--- config.mk ---
export PLATFORM = sky130hd
export DESIGN_NAME = alu_md_unit
export DESIGN_NICKNAME = d
export VERILOG_FILES = /design/src/rtl/alu_md_unit.sv
export SDC_FILE = /design/constraint.sdc
export NUM_CORES = 1
export LEC_CHECK = 0
export ABC_CLOCK_PERIOD_IN_PS = 13900
export CORE_ASPECT_RATIO = 0.75
export CORE_UTILIZATION = 50
export CTS_BUF_LIST = sky130_fd_sc_hd__clkbuf_4 sky130_fd_sc_hd__clkbuf_8
export DETAILED_ROUTE_END_ITERATION = 10
export PLACE_DENSITY = 0.86
export SYNTH_ARGS = -nofsm -noshare
export SYNTH_HDL_FRONTEND = slang
export SYNTH_SLANG_ARGS = --single-unit
--- constraint.sdc ---
create_clock -name clk -period 13.9 [get_ports clk]
set_input_delay 2.085 -clock clk [delete_from_list [all_inputs] [get_ports clk]]
set_output_delay 2.085 -clock clk [all_outputs]
set_load 0.005 [all_outputs]
--- src/rtl/alu_md_unit.sv ---
// alu_md_unit: execute-stage ALU with MEM/WB operand forwarding and an
// iterative unsigned multiply/divide engine owning the HI/LO registers.
//
// Ports:
//   clk, reset                 rising-edge clock, synchronous active-high reset
//   valid_in, op_type          EX-stage instruction valid and 4-bit op code
//   reg_write_*_MEM/_WB        forwarding sources (enable, address)
//   read_register_*_EX         EX source register addresses
//   reg_read_data_*_EX         register-file operand values
//   extended_immi_EX           sign-extended immediate (LW/SW operand B)
//   alu_result_MEM             MEM-stage forward value
//   reg_write_data             WB-stage forward value
//   result                     combinational ALU result
//   hi, lo                     HI/LO registers
//   busy                       engine running (count != 0)
//   stall                      combinational hold request for IF/ID/EX
//   md_done                    one-cycle pulse after HI/LO update
module alu_md_unit #(
    parameter int unsigned WIDTH   = 32,
    parameter int unsigned RADDR_W = 5
) (
    input  logic               clk,
    input  logic               reset,
    input  logic               valid_in,
    input  logic [3:0]         op_type,
    input  logic               reg_write_enable_MEM,
    input  logic               reg_write_enable_WB,
    input  logic [RADDR_W-1:0] reg_write_address_MEM,
    input  logic [RADDR_W-1:0] reg_write_address_WB,
    input  logic [RADDR_W-1:0] read_register_1_EX,
    input  logic [RADDR_W-1:0] read_register_2_EX,
    input  logic [WIDTH-1:0]   reg_read_data_1_EX,
    input  logic [WIDTH-1:0]   reg_read_data_2_EX,
    input  logic [WIDTH-1:0]   extended_immi_EX,
    input  logic [WIDTH-1:0]   alu_result_MEM,
    input  logic [WIDTH-1:0]   reg_write_data,
    output logic [WIDTH-1:0]   result,
    output logic [WIDTH-1:0]   hi,
    output logic [WIDTH-1:0]   lo,
    output logic               busy,
    output logic               stall,
    output logic               md_done
);

    localparam int unsigned CNT_W = $clog2(WIDTH + 1);

    localparam logic [3:0] OP_NOR   = 4'b0000;
    localparam logic [3:0] OP_ADD   = 4'b0001;
    localparam logic [3:0] OP_SUB   = 4'b0010;
    localparam logic [3:0] OP_AND   = 4'b0011;
    localparam logic [3:0] OP_OR    = 4'b0100;
    localparam logic [3:0] OP_SLT   = 4'b0101;
    localparam logic [3:0] OP_LW    = 4'b0110;
    localparam logic [3:0] OP_SW    = 4'b0111;
    localparam logic [3:0] OP_BEQ   = 4'b1000;
    localparam logic [3:0] OP_J     = 4'b1001;
    localparam logic [3:0] OP_SLTU  = 4'b1010;
    localparam logic [3:0] OP_MULTU = 4'b1011;
    localparam logic [3:0] OP_DIVU  = 4'b1100;
    localparam logic [3:0] OP_MFHI  = 4'b1101;
    localparam logic [3:0] OP_MFLO  = 4'b1110;
    localparam logic [3:0] OP_XOR   = 4'b1111;

    logic [WIDTH-1:0] fwd_a;
    logic [WIDTH-1:0] fwd_b;
    logic [WIDTH-1:0] op_b;
    logic             is_md_op;
    logic             accept;

    logic [CNT_W-1:0] count;
    logic             is_div;
    logic [WIDTH-1:0] op_b_reg;   // multiplicand (MULTU) or divisor (DIVU)
    logic [WIDTH-1:0] work_hi;    // partial product high half / remainder
    logic [WIDTH-1:0] work_lo;    // multiplier bits / dividend-then-quotient
    logic [WIDTH-1:0] step_hi;
    logic [WIDTH-1:0] step_lo;

    // Operand forwarding: MEM beats WB, register 0 is never forwarded.
    always_comb begin
        fwd_a = reg_read_data_1_EX;
        if (reg_write_enable_MEM && (reg_write_address_MEM == read_register_1_EX)
            && (read_register_1_EX != '0)) begin
            fwd_a = alu_result_MEM;
        end else if (reg_write_enable_WB && (reg_write_address_WB == read_register_1_EX)
                     && (read_register_1_EX != '0)) begin
            fwd_a = reg_write_data;
        end

        fwd_b = reg_read_data_2_EX;
        if (reg_write_enable_MEM && (reg_write_address_MEM == read_register_2_EX)
            && (read_register_2_EX != '0)) begin
            fwd_b = alu_result_MEM;
        end else if (reg_write_enable_WB && (reg_write_address_WB == read_register_2_EX)
                     && (read_register_2_EX != '0)) begin
            fwd_b = reg_write_data;
        end

        op_b = ((op_type == OP_LW) || (op_type == OP_SW)) ? extended_immi_EX : fwd_b;
    end

    // ALU result.
    always_comb begin
        result = '0;
        case (op_type)
            OP_ADD, OP_LW, OP_SW: result = fwd_a + op_b;
            OP_SUB:               result = fwd_a - op_b;
            OP_AND:               result = fwd_a & op_b;
            OP_OR:                result = fwd_a | op_b;
            OP_XOR:               result = fwd_a ^ op_b;
            OP_NOR:               result = ~(fwd_a | op_b);
            OP_SLT:               result = WIDTH'($signed(fwd_a) < $signed(op_b));
            OP_SLTU:              result = WIDTH'(fwd_a < op_b);
            OP_BEQ:               result = WIDTH'(fwd_a == op_b);
            OP_MFHI:              result = hi;
            OP_MFLO:              result = lo;
            OP_J, OP_MULTU, OP_DIVU: result = '0;
            default:              result = '0;
        endcase
    end

    assign is_md_op = (op_type == OP_MULTU) || (op_type == OP_DIVU);
    assign busy     = (count != '0);
    assign accept   = valid_in && is_md_op && !busy;
    assign stall    = valid_in && busy
                      && (is_md_op || (op_type == OP_MFHI) || (op_type == OP_MFLO));

    // One engine iteration: shift-add multiply or restoring divide step.
    always_comb begin
        logic [WIDTH-1:0] mul_add;
        logic [WIDTH:0]   mul_sum;
        logic [WIDTH:0]   div_shift;
        logic [WIDTH:0]   div_diff;

        mul_add   = work_lo[0] ? op_b_reg : '0;
        mul_sum   = {1'b0, work_hi} + {1'b0, mul_add};
        div_shift = {work_hi, work_lo[WIDTH-1]};
        div_diff  = div_shift - {1'b0, op_b_reg};

        step_hi = work_hi;
        step_lo = work_lo;
        if (is_div) begin
            // Non-negative difference means the divisor fits: keep it, quotient bit 1.
            // A zero divisor always fits, giving all-ones quotient and remainder = A.
            if (!div_diff[WIDTH]) begin
                step_hi = div_diff[WIDTH-1:0];
            end else begin
                step_hi = div_shift[WIDTH-1:0];
            end
            step_lo = {work_lo[WIDTH-2:0], ~div_diff[WIDTH]};
        end else begin
            step_hi = mul_sum[WIDTH:1];
            step_lo = {mul_sum[0], work_lo[WIDTH-1:1]};
        end
    end

    // Engine state, HI/LO and completion pulse.
    always_ff @(posedge clk) begin
        if (reset) begin
            count    <= '0;
            is_div   <= 1'b0;
            op_b_reg <= '0;
            work_hi  <= '0;
            work_lo  <= '0;
            hi       <= '0;
            lo       <= '0;
            md_done  <= 1'b0;
        end else begin
            md_done <= (count == CNT_W'(1));
            if (accept) begin
                count    <= CNT_W'(WIDTH);
                is_div   <= (op_type == OP_DIVU);
                work_hi  <= '0;
                work_lo  <= (op_type == OP_DIVU) ? fwd_a : fwd_b;
                op_b_reg <= (op_type == OP_DIVU) ? fwd_b : fwd_a;
            end else if (busy) begin
                count   <= count - CNT_W'(1);
                work_hi <= step_hi;
                work_lo <= step_lo;
                if (count == CNT_W'(1)) begin
                    hi <= step_hi;
                    lo <= step_lo;
                end
            end
        end
    end

endmodule

==> results.ini <==
[timing]
setup_ws_ns = 3.04
final.setup.tns_ns = 0
setup_violations = 0
clock.fmax_mhz = 92.1
tightest_slew_ns = 1.29
fin_crit_ns = 10.86
final.setup_skew_ns = 0.0220
slew_viol_final = 0
slew-limit-headroom_pct = 13.4
hold_violations = 0
rsz0062_at_grt = false
period_share_pct = 78.1

[synthesis]
netlist_instances = 2570
syn_area_per_cell_sq_um = 7.18
synthArstFlopShare_pct = 0
ys_top_cells_by_count = nand2_1, nor2_1, o21ai_0
synth_top_cell_by_area = dfxtp_1
ys_ff_latch = 168
yosysMostFrequentCell = nand2_1
syn-cell-area_sq_mm = 0.0184
yosysTopAreaCellShare_pct = 18.2
synth_edf_count = 0
synth-seq-area-share_pct = 18.2
synth_fp_nets = 2926
synth_warnings = 0
synth_top_flop_cell = dfxtp_1
synth_area_leaders = dfxtp_1, ha_1, nand2_1
ys_types = 85

[floorplan]
initial_core_util_pct = 51.1
die_x_um = 224
fp.dieH_um = 168
dieArea_sq_mm = 0.0377
coreArea_sq_mm = 0.0361
rows = 60
ios = 288

[clock_tree]
ctsHtreeMaxLevel = 4
cts_setup_buffers = 0
cts_sinks = 168
postCtsResizedCells = 0
numCtsBuffers = 17
cts_root_buf = clkbuf_8
ctsHoldBuffers = 0
path_clk_slew_ns = 0.09
cts_tree = done
cts_buffer_depth = 2
clock_latency_ns = 0.47

[global_route]
grt_usage_pct = 38.6
grt-ovfl-total = 0
grt_pass1_vias = 19549
antenna_found_initial = 5
grt_pass1_wl_um = 114000
grt_max_degree = 98

[critical_path]
start_kind = input port
crit_start = read_register_1_EX[0]
crit_path_frequent_cell = o21ai_0
worst_setup_path_end_kind = output pin
path_class = in -> out
cp_slowest_cell = o21ai_0
crit_fanout = 32
slowest_delay_ns = 0.75
worstPathArrival_ns = 8.77
reg2reg_from = work_lo[0]
crit_path_cell_trace = clkdlybuf4s50_1 -> or4_1 -> nor2_1 -> nor4_4 -> buf_4 -> mux2i_1 -> o21ai_0 -> ha_1 -> nor4_1 -> o21ai_0 -> a31o_2 -> a41oi_2 -> a211oi_2 -> o221a_2 -> o21ai_0 -> xnor2_1 -> a41o_1 -> clkdlybuf4s50_1
cp_data_required_time_ns = 11.81

[cells_and_area]
layout-area-overhead-vs-synth_pct = 19.2
drive_gt1_share_pct = 6.03
nNetsFinal = 3097
final_util_pct = 60.9
final_area_sq_mm = 0.0220

[route]
wl_um = 75600
via_count = 21184
vias_per_cell = 6.51
first_pass_iters = 6
wl_per_cell_um = 23.2
ant_nets = 0
drt_drc_violations_left = 0
drtIter0Drc = 2596

[worst_hold_path]
hp-start = work_hi[14]
hp-class = reg -> reg

[placed_design]
dp_hpwl_um = 58100
gp_congestion = 1.05
pre_cts_ws_ns = 3.21
port_buffers = 287
place_area_sq_mm = 0.0216

[pwr]
finalPower_mw = 3.07
power_density_mw_per_mm2 = 140
vdd_drop_max_mv = 0.140
p_leak_nw = 8.47

[job]
max-cap-violations = 0

[run_status]
outcome = finished clean

## layout by cell type, fill, tap and decap left out, drive strengths merged, types with 63 or more instances in the layout
master / count
nand2: 335
clkdlybuf4s50: 286
nor2: 228
o21ai: 216
a21oi: 204
dfxtp: 168
ha: 163
inv: 163
mux2i: 106
a211oi: 63
## metal layers
metal	vias up	wire length (um)	global-route usage, %
met2	1350	33800	62.7
met5	-	15	0
met4	2	4080	19.3
met1	9922	30100	48.8
met3	226	7570	7.47
li1	9684	-	-
## power breakdown
part | switching (mW) | leakage [nW] | total (mW) | internal [mW]
clock network | 0.196 | 0.199 | 0.366 | 0.171
logic | 1.13 | 6.90 | 1.97 | 0.835
registers | 0.145 | 1.37 | 0.736 | 0.591
total | 1.47 | 8.47 | 3.07 | 1.60
## critical path, delay by kind of cell
family          cells  cell delay, ns
buf+inv             3            1.38
fa+ha+maj           1            0.50
compound gates      8            2.95
mux                 1            0.20
xor+xnor            1            0.18
simple gates        4            1.44
## metrics by stage
step | hold WS [ns] | std cells
6_report | 0.517 | 3254
3_3_place_gp | 0.485 | 3218
2_1_floorplan | 0.461 | 2570
5_1_grt | 0.526 | 3251
4_1_cts | 0.511 | 3250
3_5_place_dp | 0.500 | 3218
## cell families (layout without fill, tap and decap cells)
logic type | after synthesis | in the layout | synth area share, %
other cells | 0 | 4 | 0
buf+inv | 326 | 510 | 6.89
fa+ha+maj | 167 | 167 | 11.5
mux | 156 | 156 | 8.80
compound gates | 891 | 891 | 31.9
flops | 168 | 168 | 18.2
simple gates | 779 | 779 | 18.7
xor+xnor | 83 | 83 | 3.94
## path summary, 6_finish.rpt
kind,endpoint,slack (ns),cells after the start
max,result[0],3.04,18
min,work_hi[14],0.52,2
max reg2reg,hi[29],9.53,15
min reg2reg,work_hi[14],0.52,2
## cell type report
type | instances | area (sq um)
fillers | 3290 | 14100
multi-input cells | 2076 | 13900
flip-flops and latches | 168 | 3370
repair buffers | 318 | 3100
well taps | 496 | 621
inverters | 160 | 601
clock buffers | 19 | 262
clock inverters | 13 | 141
diodes | 4 | 10.0
No activity file was read; power rests on OpenSTA's default activity.
